### config.mk
export PLATFORM = sky130hd
export DESIGN_NAME = pipelined_logic_unit
export DESIGN_NICKNAME = d
export VERILOG_FILES = /design/src/rtl/pipelined_logic_unit.sv
export SDC_FILE = /design/constraint.sdc
export NUM_CORES = 1
export LEC_CHECK = 0
export BUFFER_PORTS_ARGS = -buffer_cell sky130_fd_sc_hd__buf_2
export CAP_MARGIN = 20
export CORE_MARGIN = 2
export CORE_UTILIZATION = 55
export CTS_CLUSTER_DIAMETER = 100
export DETAILED_ROUTE_END_ITERATION = 8
export HOLD_SLACK_MARGIN = 0.03
export PLACE_DENSITY = 0.83
export SYNTH_ARGS = -nofsm -noshare
export SYNTH_HDL_FRONTEND = slang
export SYNTH_SLANG_ARGS = --single-unit
### constraint.sdc
create_clock -name clk -period 4.3 [get_ports clk]
set_clock_uncertainty 0.1 [all_clocks]
set_input_delay 0.86 -clock clk [delete_from_list [all_inputs] [get_ports clk]]
set_output_delay 0.86 -clock clk [all_outputs]
set_load 0.02 [all_outputs]
### src/rtl/pipelined_logic_unit.sv
// Per-transaction selectable bitwise 3-operand logic op feeding a STAGES-deep elastic valid/ready pipeline.
// Latency STAGES cycles; full backpressure, combinational ready chain, bubbles compress so all stages can fill.
module pipelined_logic_unit #(
    parameter int WIDTH  = 8,
    parameter int STAGES = 2
) (
    input  logic                        clk,
    input  logic                        reset,
    input  logic                        in_valid,
    output logic                        in_ready,
    input  logic [WIDTH-1:0]            a,
    input  logic [WIDTH-1:0]            b,
    input  logic [WIDTH-1:0]            c,
    input  logic [2:0]                  op,
    output logic                        out_valid,
    input  logic                        out_ready,
    output logic [WIDTH-1:0]            q,
    output logic [$clog2(STAGES+1)-1:0] count
);
    localparam int CW = $clog2(STAGES + 1);

    logic [STAGES-1:0] v;
    logic [WIDTH-1:0]  d [STAGES];
    logic [STAGES-1:0] adv;
    logic [WIDTH-1:0]  result;

    always_comb begin
        result = '0;
        case (op)
            3'd0: result = a | b | c;
            3'd1: result = a & b & c;
            3'd2: result = a ^ b ^ c;
            3'd3: result = (a & b) | (a & c) | (b & c);
            3'd4: result = (a & b) | c;
            3'd5: result = ~(a | b | c);
            3'd6: result = a;
            3'd7: result = (c & b) | (~c & a);
            default: result = '0;
        endcase
    end

    // A stage may load when the output is being consumed or any stage from it to the tail is empty;
    // written in closed form so no bit of adv depends on another.
    for (genvar k = 0; k < STAGES; k++) begin : g_adv
        assign adv[k] = out_ready | ~(&v[STAGES-1:k]);
    end

    always_ff @(posedge clk) begin
        if (reset) begin
            v <= '0;
            for (int k = 0; k < STAGES; k++) d[k] <= '0;
        end else begin
            if (adv[0]) begin
                v[0] <= in_valid;
                if (in_valid) d[0] <= result;
            end
            for (int k = 1; k < STAGES; k++) begin
                if (adv[k]) begin
                    v[k] <= v[k-1];
                    if (v[k-1]) d[k] <= d[k-1];
                end
            end
        end
    end

    always_comb begin
        count = '0;
        for (int k = 0; k < STAGES; k++) count = count + CW'(v[k]);
    end

    assign in_ready  = adv[0];
    assign out_valid = v[STAGES-1];
    assign q         = d[STAGES-1];
endmodule

; Yosys cells after proc, flatten, opt, wreduce, memory -nomap -nowiden
; Memories as Yosys holds them, arrays and structs flattened.
; Index checks and enable logic that the tools add are counted.
[op_classes]
add_sub_neg = 1
n_eq_ne = 7
mux = 13
bitwise_logic = 21
n_reduce_logical = 2
[ops]
columns = cell, n
row1 = $pmux 8 s8, 1
row2 = $or 8x8->8, 6
row3 = $and 8x8->8, 5
row4 = $mux 8, 2
row5 = $not 8->8, 2
row6 = $xor 8x8->8, 2
row7 = $eq 3x3->1 const B, 4
row8 = $mux 1, 10
row9 = $eq 3x2->1 const B, 2
row10 = $or 1x1->1, 4
row11 = $eq 3x1->1 const B, 1
row12 = $logic_not 3->1, 1
row13 = $add 1x1->2, 1
row14 = $not 1->1, 2
row15 = $reduce_and 2->1, 1
[totals]
regBits = 2
ram_bits = 16
input_bits = 31
output_inout_bits = 12
n_memories = 1
[memory_table]
columns = memory, words, width, read_ports, rd_clocked_by_memory_dff, write_ports, line_no
row1 = d, 2, 8, 2, 0, 2, 23  ; logic [WIDTH-1:0] d [STAGES];

; Logic depth before layout (Yosys ltp)
[depth]
word_depth = 7
ltp_mapped = 7
ltp_nobuf = 6

; Worst setup path after synthesis
; OpenSTA, ideal clock, no wires.
[synth_timing]
path_type = input port to flip-flop
start = in op[2]
end = mem d[0][3] (data pin)
setup_time_ns = 0.281
arrival_ns = 1.775
t_required_ns = 3.919
path_slack_ns = 2.144
path_stages = 5
cell_sequence = buf_4 -> buf_4 -> o21ai_0 -> a2111oi_0 -> a2111oi_2
[synth_rtl]
columns = element, line_no
row1 = start: declaration, 14  ; input logic [2:0] op,
row2 = end: declaration, 23

==> metrics.md <==
| Metric | Value |
|---|---|
| Status | `complete, no violations` |
| Synth Flop Type | `edfxtp_1` |
| Reg2reg setup slack | `2620 ps` |
| Die X-Extent | `62.4 um` |
| Post-placement setup slack | `1650 ps` |
| Setup crit end | `d[0][3]$_SDFFCE_PN0P_` |
| CTS tree | `built` |
| Grt ovf | `0` |
| Crit path capture type | `register` |
| Antenna Nets Post-Route | `0` |
| Yosys warning count | `0` |
| Critical path arrival | `2280 ps` |
| Top layer in use | `met4` |
| Internal | `318 uW` |
| Clk pwr share | `22.5%` |
| Crit path from | `op[2]` |
| Hold Fails Final Rpt | `0` |
| Rel. slew slack | `54.1%` |
| Met3 wire length | `161 um` |
| Final net count | `293` |
| Post-route clock period utilization | `54.9%` |
| P_sw | `140 uW` |
| Leakage power | `0.907 nW` |
| Overall routed net length | `3530 um` |
| Syn nets | `267` |
| Power Total | `459 uW` |
| Max Freq | `424 MHz` |
| FF-to-FF Start | `v[1]$_SDFFE_PP0N_` |
| Initial antenna violation count | `0` |
| Worst VDD drop | `0.107 mV` |
| Final worst path period need | `2360 ps` |
| Max Root-Sink Buffers | `2` |
| Setup bufs post-CTS | `0` |
| Largest net degree at the start of global routing | `45` |
| Power Density | `226 nW/um^2` |
| RSZ-0062 raised after global routing | `no` |
| Root Buffer | `clkbuf_4` |
| Max_cap viols | `0` |
| R2r endpoint | `d[0][5]$_SDFFCE_PN0P_` |
| Post-synth EDFFs | `16` |
| Global-route usage over all layers | `19.9%` |
| Core Box Area | `3310 um^2` |
| DR vias | `1603` |
| Clock Sinks | `18` |
| Vias per std cell | `5.53` |
| WL met2 | `1840 um` |
| Starting Density | `56.6%` |
| Worst skew pair latency | `280 ps` |
| Die Span Y | `62.4 um` |
| CP Launch Type | `input port` |
| Mapped Area | `1870 um^2` |
| Top-count cell post-synth | `inv_1` |
| Proportion of layout cells with a drive suffix above 1 | `19.3%` |
| CTS Hold Bufs | `0` |
| Unique cell type count in the Yosys netlist | `43` |
| N_diodes | `0` |
| Post-Syn Instances | `219` |
| TritonRoute pass-1 iters | `4` |
| Combinational Power Share | `31.6%` |
| Wire length per cell | `12.2 um` |
| Share of the synthesized area in the top cell type | `25.6%` |
| Row count | `21` |
| Sequential fraction of the synthesis area | `27.8%` |
| Worst Hold Class | `register to register` |
| H-tree lvl count | `1` |
| Switch share | `30.6%` |
| Vias in the first global route | `1544` |
| Global-route wire length before repair | `6450 um` |
| Post-synth ARST share | `0%` |
| Measured slew at the worst slew-check pin | `689 ps` |
| Commonest cells post-synth | `inv_1, ha_1, edfxtp_1` |
| R2R depth | `5` |
| Final Slew Violations | `0` |
| IO Count | `43` |
| Final setup viols | `0` |
| Crit Path Max Fanout | `44` |
| Port bufs | `42` |
| Final WS setup | `1940 ps` |
| Final HPWL DP | `2680 um` |
| RePlAce Congestion | `0.734` |
| Syn Area/Cell | `8.56 um^2` |
| TritonCTS buffer count | `3` |
| DR DRC count | `0` |
| Yosys top cell by area | `edfxtp_1` |
| Clock slew at reported path FFs | `100 ps` |
| Critical setup path kind | `input port to register` |
| Area added between synthesis and finish | `8.28%` |
| Post-cts resize count | `0` |
| DR iter-0 viols | `61` |
| Total Die Area | `3890 um^2` |
| Sequential Power Share | `45.9%` |
| Sum Neg Setup Slack | `0 ps` |
| Met1 Wirelength | `1510 um` |
| Register bit total from synthesis | `18` |
| Synth area leaders | `edfxtp_1, ha_1, inv_1, xnor2_1, buf_4` |
| Critical path required time | `4220 ps` |
through the flow:
step                      hold slack, ps  instance area [um^2]  util (%)  instances
final                                422                  2030      61.3        290
after global routing                 458                  2030      61.3        290
after CTS                            422                  2030      61.3        290
after detailed placement             406                  1990      60.2        286
after global placement               397                  1990      60.2        286
after floorplan                      368                  1870         -        219
area by class of cell:
type	count	area, um^2
Multi-Input combinational cell	151	1100
Tap cell	46	57.6
Clock buffer	4	36.3
Fill cell	328	1280
Sequential cell	18	520
Timing Repair Buffer	42	210
Inverter	29	109
power groups by stage:
stage	logic, mW	registers (mW)	clock network, mW
after floorplan	0.113	0.214	0
after global placement	0.141	0.214	0
after detailed placement	0.145	0.215	0
after CTS	0.145	0.210	0.104
after global routing	0.164	0.212	0.112
final	0.145	0.210	0.103
worst min path at each step:
stage                               start                     end  slack, ps  cells after the start
finish                  v[0]$_SDFFE_PP0N_       v[0]$_SDFFE_PP0N_        420                      2
global route        d[0][2]$_SDFFCE_PN0P_  d[0][10]$_SDFFCE_PN0P_        460                      1
floorplan               v[0]$_SDFFE_PP0N_       v[0]$_SDFFE_PP0N_        370                      2
CTS                     v[0]$_SDFFE_PP0N_       v[0]$_SDFFE_PP0N_        420                      2
global placement        v[0]$_SDFFE_PP0N_       v[0]$_SDFFE_PP0N_        400                      2
detailed placement      v[0]$_SDFFE_PP0N_       v[0]$_SDFFE_PP0N_        410                      2
sequential cells by signal, summed over array words and instances (netlist names):
signal / count
v: 2
d: 16
logic make-up after synthesis:
| kind of cell | count (synthesis) | synth area share (%) |
|---|---|---|
| mux | 6 | 3.20 |
| buf+inv | 50 | 13.8 |
| simple gates | 59 | 17.2 |
| fa+ha+maj | 17 | 11.3 |
| flops | 18 | 27.8 |
| xor+xnor | 11 | 5.14 |
| compound gates | 58 | 21.6 |
critical path, stage by stage:
cell	delay [ps]
buf_2	540
o21ai_0	200
a2111oi_0	600
a2111oi_2	90
layout by cell type, fill, tap and decap left out, types with 2 or more instances in the layout:
| cell | count |
|---|---|
| a2111oi_0 | 4 |
| a2111oi_1 | 3 |
| a211oi_1 | 4 |
| a21oi_1 | 13 |
| a221o_1 | 2 |
| a31oi_1 | 3 |
| and2_1 | 8 |
| buf_2 | 42 |
| clkbuf_4 | 3 |
| dfxtp_1 | 2 |
| edfxtp_1 | 16 |
| ha_1 | 17 |
| inv_1 | 29 |
| mux2i_1 | 6 |
| nand2_1 | 12 |
| nand2b_1 | 9 |
| nand3b_1 | 2 |
| nor2_1 | 11 |
| nor2b_1 | 3 |
| nor3_1 | 4 |
| nor3b_1 | 3 |
| nor4_1 | 2 |
| o21ai_0 | 12 |
| o221ai_1 | 4 |
| o32ai_1 | 4 |
| xnor2_1 | 11 |
per-layer routing:
metal	up-vias	track usage, %
met1	734	24.9
met2	41	36.0
met5	-	0
li1	826	-
met4	0	4.44
met3	2	3.24
(Power assumes the default switching activity.)
